### config.mk
export PLATFORM = sky130hd
export DESIGN_NAME = adc_sensor_reader
export DESIGN_NICKNAME = d
export VERILOG_FILES = /design/src/rtl/adc_pkg.sv /design/src/rtl/adc_sclk_div.sv /design/src/rtl/adc_sensor_reader.sv
export SDC_FILE = /design/constraint.sdc
export NUM_CORES = 1
export LEC_CHECK = 0
export BUFFER_PORTS_ARGS = -buffer_cell sky130_fd_sc_hd__buf_4
export CAP_MARGIN = 20
export CORE_UTILIZATION = 57
export DETAILED_ROUTE_END_ITERATION = 10
export PLACE_DENSITY = 0.81
export SLEW_MARGIN = 20
export SYNTH_ARGS = -nofsm -noshare
export SYNTH_HDL_FRONTEND = slang
export SYNTH_HIERARCHICAL = 1
export SYNTH_SLANG_ARGS = --single-unit
### constraint.sdc
create_clock -name clk -period 2.65 [get_ports clk]
set_clock_uncertainty 0.1 [all_clocks]
set_input_delay 0.265 -clock clk [delete_from_list [all_inputs] [get_ports clk]]
set_output_delay 0.265 -clock clk [all_outputs]
set_load 0.02 [all_outputs]
### src/rtl/adc_pkg.sv
// Shared FSM type, frame geometry and default channel map for the
// ADC128S022 line-sensor reader.
package adc_pkg;

  typedef enum logic [1:0] {IDLE, SETUP, SHIFT, GAP} state_t;

  localparam int FRAME_BITS   = 16;
  localparam int DATA_BITS    = 12;
  localparam int ADDR_MSB_BIT = 2;

  localparam logic [2:0] DEF_CH_LEFT   = 3'd0;
  localparam logic [2:0] DEF_CH_CENTER = 3'd1;
  localparam logic [2:0] DEF_CH_RIGHT  = 3'd2;

  // Control word bit driven on MOSI at frame position idx: ADD2..ADD0 sit
  // at ADDR_MSB_BIT and the two positions after it, everything else is 0.
  function automatic logic frame_bit(input logic [2:0] ch, input logic [3:0] idx);
    logic [3:0] msb;
    msb = 4'(ADDR_MSB_BIT);
    frame_bit = 1'b0;
    if (idx == msb)              frame_bit = ch[2];
    else if (idx == msb + 4'd1)  frame_bit = ch[1];
    else if (idx == msb + 4'd2)  frame_bit = ch[0];
  endfunction

endpackage

### src/rtl/adc_sclk_div.sv
// SCLK half-period timer: while run is high, alternates a fall strobe and a
// rise strobe every HALF_DIV clks, starting with a fall.
module adc_sclk_div #(
  parameter int HALF_DIV = 8
) (
  input  logic clk,
  input  logic rst,
  input  logic run,
  output logic fall_stb,
  output logic rise_stb
);

  localparam int CW = (HALF_DIV > 2) ? $clog2(HALF_DIV) : 1;
  localparam logic [CW-1:0] LAST = CW'(HALF_DIV - 1);

  logic [CW-1:0] cnt;
  logic          high_next;

  always_comb begin
    fall_stb = run && (cnt == LAST) && !high_next;
    rise_stb = run && (cnt == LAST) && high_next;
  end

  always_ff @(posedge clk or posedge rst) begin
    if (rst) begin
      cnt       <= '0;
      high_next <= 1'b0;
    end else if (!run) begin
      cnt       <= '0;
      high_next <= 1'b0;
    end else if (cnt == LAST) begin
      cnt       <= '0;
      high_next <= ~high_next;
    end else begin
      cnt <= cnt + 1'b1;
    end
  end

endmodule

### src/rtl/adc_sensor_reader.sv
// SPI master for the ADC128S022: scans left/center/right round-robin and
// holds the latest 12-bit reading of each as a registered output.
module adc_sensor_reader
  import adc_pkg::*;
#(
  parameter int         HALF_DIV   = 8,
  parameter int         GAP_CYCLES = 16,
  parameter logic [2:0] CH_LEFT    = DEF_CH_LEFT,
  parameter logic [2:0] CH_CENTER  = DEF_CH_CENTER,
  parameter logic [2:0] CH_RIGHT   = DEF_CH_RIGHT
) (
  input  logic                 clk,
  input  logic                 rst,
  input  logic                 en,
  input  logic                 adc_dout,
  output logic                 adc_cs_n,
  output logic                 adc_sck,
  output logic                 adc_din,
  output logic [DATA_BITS-1:0] left_sensor,
  output logic [DATA_BITS-1:0] center_sensor,
  output logic [DATA_BITS-1:0] right_sensor,
  output logic                 sample_valid
);

  localparam int GW = (GAP_CYCLES > 1) ? $clog2(GAP_CYCLES) : 1;
  localparam logic [GW-1:0] GAP_LAST = GW'(GAP_CYCLES - 1);
  localparam logic [3:0]    LAST_BIT = 4'(FRAME_BITS - 1);

  state_t               state;
  logic [3:0]           bit_idx;
  logic [DATA_BITS-1:0] shreg;
  logic [GW-1:0]        gap_cnt;
  logic                 write_pend;
  logic                 first_frame;
  logic [2:0]           ptr;
  logic [2:0]           prev_ch;
  logic                 run;
  logic                 fall_stb;
  logic                 rise_stb;

  function automatic logic [2:0] next_ch(input logic [2:0] c);
    if (c == CH_LEFT)        next_ch = CH_CENTER;
    else if (c == CH_CENTER) next_ch = CH_RIGHT;
    else                     next_ch = CH_LEFT;
  endfunction

  always_comb run = (state == SETUP) || (state == SHIFT);

  adc_sclk_div #(.HALF_DIV(HALF_DIV)) u_div (
    .clk      (clk),
    .rst      (rst),
    .run      (run),
    .fall_stb (fall_stb),
    .rise_stb (rise_stb)
  );

  always_ff @(posedge clk or posedge rst) begin
    if (rst) begin
      state         <= IDLE;
      adc_cs_n      <= 1'b1;
      adc_sck       <= 1'b1;
      adc_din       <= 1'b0;
      left_sensor   <= '0;
      center_sensor <= '0;
      right_sensor  <= '0;
      sample_valid  <= 1'b0;
      bit_idx       <= '0;
      shreg         <= '0;
      gap_cnt       <= '0;
      write_pend    <= 1'b0;
      first_frame   <= 1'b1;
      ptr           <= CH_LEFT;
      prev_ch       <= CH_LEFT;
    end else begin
      sample_valid <= 1'b0;
      write_pend   <= 1'b0;

      // The ADC answers one frame late, so this frame's data belongs to prev_ch.
      if (write_pend) begin
        if (!first_frame) begin
          if (prev_ch == CH_LEFT) begin
            left_sensor <= shreg;
          end else if (prev_ch == CH_CENTER) begin
            center_sensor <= shreg;
          end else if (prev_ch == CH_RIGHT) begin
            right_sensor <= shreg;
            sample_valid <= 1'b1;
          end
        end
        first_frame <= 1'b0;
        prev_ch     <= ptr;
        ptr         <= next_ch(ptr);
      end

      case (state)
        IDLE: begin
          if (en) begin
            adc_cs_n <= 1'b0;
            state    <= SETUP;
          end
        end
        SETUP: begin
          if (fall_stb) begin
            adc_sck <= 1'b0;
            adc_din <= frame_bit(ptr, 4'd0);
            bit_idx <= '0;
            state   <= SHIFT;
          end
        end
        SHIFT: begin
          // The 4 leading zero bits simply shift out of the top of shreg.
          if (rise_stb) begin
            adc_sck <= 1'b1;
            shreg   <= {shreg[DATA_BITS-2:0], adc_dout};
            if (bit_idx == LAST_BIT) write_pend <= 1'b1;
          end else if (fall_stb) begin
            if (bit_idx == LAST_BIT) begin
              adc_cs_n <= 1'b1;
              gap_cnt  <= '0;
              state    <= GAP;
            end else begin
              adc_sck <= 1'b0;
              adc_din <= frame_bit(ptr, bit_idx + 4'd1);
              bit_idx <= bit_idx + 4'd1;
            end
          end
        end
        GAP: begin
          if (gap_cnt == GAP_LAST) begin
            if (en) begin
              adc_cs_n <= 1'b0;
              state    <= SETUP;
            end else begin
              state <= IDLE;
            end
          end else begin
            gap_cnt <= gap_cnt + 1'b1;
          end
        end
        default: state <= IDLE;
      endcase
    end
  end

endmodule

==> impl_results.md <==
* Status: complete, no violations
* Most frequent cells after synthesis: 69 x dfrtp_1, 21 x mux2_2, 20 x mux2_4
* Setup TNS at 0 ns
* Die Ht at 77.69 um
* CP Capture Type: flop
* Per-cell routed wire length at 15.99 um
* Logic gate share of total power at 0.016
* Vias in the first global route at 2000
* Placed insts at about 340
* All-Layer GR Usage at 0.2161
* Worst skew pair latency at about 0.34 ns
* Row count at 27
* Pleak at 0.001976 uW
* Post-synth EDFFs at 0
* Die width at 77.69 um
* CP max stage cell: ha_1
* Most numerous cell in the Yosys netlist: dfrtp_1
* P per Cell Area at about 520 nW/um^2
* Switching Share at 0.2096
* Final instance count without filler cells at 358
* Netlist cell types at 53
* Synth top area share at 0.5287
* I/O Buffers at 43
* Hold depth at 2
* Cells along the critical path: inv_1 > ha_1 > nand2_1 > nor2_1 > nor2b_4 > a21o_4 > nand3_2 > mux2_4
* Die Footprint at 6036 um^2
* Area contributors post-synth: dfrtp_1 53%, mux2_4 9.2%, mux2_2 7.2%
* Final Hold Vio Count at 0
* Met1 Routed Length at roughly 2700 um
* Routed wl met3 at 165 um
* Total wire length at 5726 um
* DRT antenna net count at 0
* Reg2reg path depth at 8
* Max-slew headroom at 0.5663
* Antenna violations before repair at 0
* Register area share after synthesis at 0.5529
* Fin area at 3872 um^2
* TritonCTS buffer count at 9
* Sequential share of power at 0.547
* Fmax at 427.5 MHz
* RSZ-0062 raised after global routing: false
* Post-layout nets at 298
* Initial drt markers at 97
* Startpoint type of the worst setup path: flop
* Setup Fix Bufs, Post-CTS at 0
* Fin crit share at 0.8827
* Gpl congestion at 0.7689
* I/O pin count at 44
* Synth Register Bits at 72
* Residual DRC at 0
* Core Area at roughly 5500 um^2
* Layout Utilization at 0.7032
* Cell-internal power at around 1600 uW
* Post-DP Area at 3655 um^2
* Slew Limit Fails at 0
* Clock power frac at 0.437
* # diodes at 0
* First-pass GRT wire length at 9887 um
* DP HPWL at 4066 um
* Post-Syn Area at 3266 um^2
* Max clock buf depth at 2
* Clk slew on worst S/H paths at ~0.070 ns
* Largest net degree at the start of global routing at 33
* Number of max-cap violations at 0
* CP peak stage delay at between 0.4 and 0.5 ns
* CP Max Fanout at 9
* Initial core utilization at 0.5930
* Hold Crit Class: in -> reg
* Drt pass-1 iters at 4
* Area added between synthesis and finish at 18.58%
* Top sig layer: met4
* Synth Warn # at 6
* Root buffer cell: clkbuf_8
* WS Path Type: reg -> reg
* Final setup vio count at 0
* Main flop type after synthesis: dfrtp_1
* Share of cells above drive strength 1 at 0.4196
* TritonCTS clock tree: yes
* Worst Path Arrival at 2.46 ns
* Drt via density at 5.427
* Worst-margin pin slew at 0.6496 ns
* Avg Inst Size Synth at between 10 and 15 um^2
* Sink Count at between 70 and 80
* Minimum clock period at 2.339 ns
* Mapped Cells at 228
* Syn nets at 245
* GRT Residual Overflow at 0
* Synth async-reset ratio at 1.000
* Dominant cell type by area after synthesis: dfrtp_1
* VDD IR max at 0.0003317 V
* CP Data Required Time at around 2.8 ns
* Routed wire length on met2 at 2764 um
* Vias at 1943
* H-tree depth at 3
* P_sw at 423.2 uW
## worst paths after layout
check | start | to | slack, ns
min | adc_dout | shreg[0]$_DFFE_PP0P_ | 0.06
max in group asynchronous | rst | shreg[9]$_DFFE_PP0P_ | 1.17
min reg2reg | u_div/cnt[0]$_DFF_PP0_ | u_div/cnt[0]$_DFF_PP0_ | 0.35
min in group asynchronous | rst | u_div/cnt[1]$_DFF_PP0_ | 0.28
max | state[1]$_DFFE_PP0P_ | state[1]$_DFFE_PP0P_ | 0.31
max reg2reg | state[1]$_DFFE_PP0P_ | state[1]$_DFFE_PP0P_ | 0.31
## power by group through the flow
stage | clock, uW | combinational (uW) | sequential (uW)
6_report | 882 | 31.8 | 1110
5_1_grt | 942 | 37.4 | 1110
4_1_cts | 894 | 33.6 | 1110
3_5_place_dp | 0 | 32.2 | 1130
3_3_place_gp | 0 | 31.8 | 1130
2_1_floorplan | 0 | 19.8 | 1130
## cells in the final DEF, fill, tap and decap left out, drive strengths merged, types with 3 or more instances in the layout
cell type / instances
nor2: 3
nor2b: 4
buf: 47
and3: 3
nand2: 8
o21ai: 7
ha: 13
a21oi: 3
and2: 4
nand3: 9
mux2: 51
nand2b: 3
inv: 11
clkbuf: 12
o2bb2ai: 3
dfrtp: 69
dfstp: 3
clkinvlp: 3
## registers in the layout, indices dropped and copies added, names as in the netlist, 2 cells and up
signal / cells
left_sensor: 12
right_sensor: 12
center_sensor: 12
state: 2
gap_cnt: 4
bit_idx: 4
shreg: 12
prev_ch: 2
u_div/cnt: 3
ptr: 2
## cell families (layout without fill, tap and decap cells)
family / Yosys count / in the layout / synth area share
multiplexers: 52 / 52 / 0.2019
XOR/XNOR: 3 / 3 / 0.008047
AND/OR/NAND/NOR: 44 / 44 / 0.09119
adder cells (fa/ha/maj): 13 / 13 / 0.04981
buffers and inverters: 17 / 75 / 0.02912
AO/OA/AOI/OAI: 27 / 27 / 0.06706
flip-flops: 72 / 72 / 0.5529
## layout make-up
class / count / area [um^2]
clock buffers: 12 / 155.1
well taps: 72 / 90.09
fillers: 376 / 1634
repair buffers: 48 / 362.8
multi-input cells: 139 / 1365
clock inverters: 4 / 52.55
flip-flops and latches: 72 / 1805
inverters: 11 / 41.29
## critical path: cells and delay by family (launching register included)
kind	cells	cell delay, ns
mux	1	0.30
compound gates	1	0.17
simple gates	4	0.70
flops	1	0.42
buf+inv	1	0.12
fa+ha+maj	1	0.43
## metal layers
layer | up-vias | global-route usage
li1 | 921 | -
met1 | 978 | 0.3019
met2 | 37 | 0.3292
met3 | 7 | 0.04706
met4 | 0 | 0.08679
met5 | - | 0
## timing repair
action | 4_1_cts | 5_1_grt
endpoints found under the hold margin | 32 | 0
hold buffers | 1 | 0
resized for setup | 0 | 0
endpoints found under the setup margin | 0 | 0
## stage by stage
step	setup WS, ns	hold slack [ns]	power, uW
final	0.3110	0.05994	2020
after detailed placement	0.3045	0.07234	1159
after global routing	0.1210	0.04456	2085
after CTS	0.3071	0.05236	2033
after floorplan	0.5785	-0.06892	1145
after global placement	0.4570	0.06566	1158
Power figures use the tool's default switching activity.
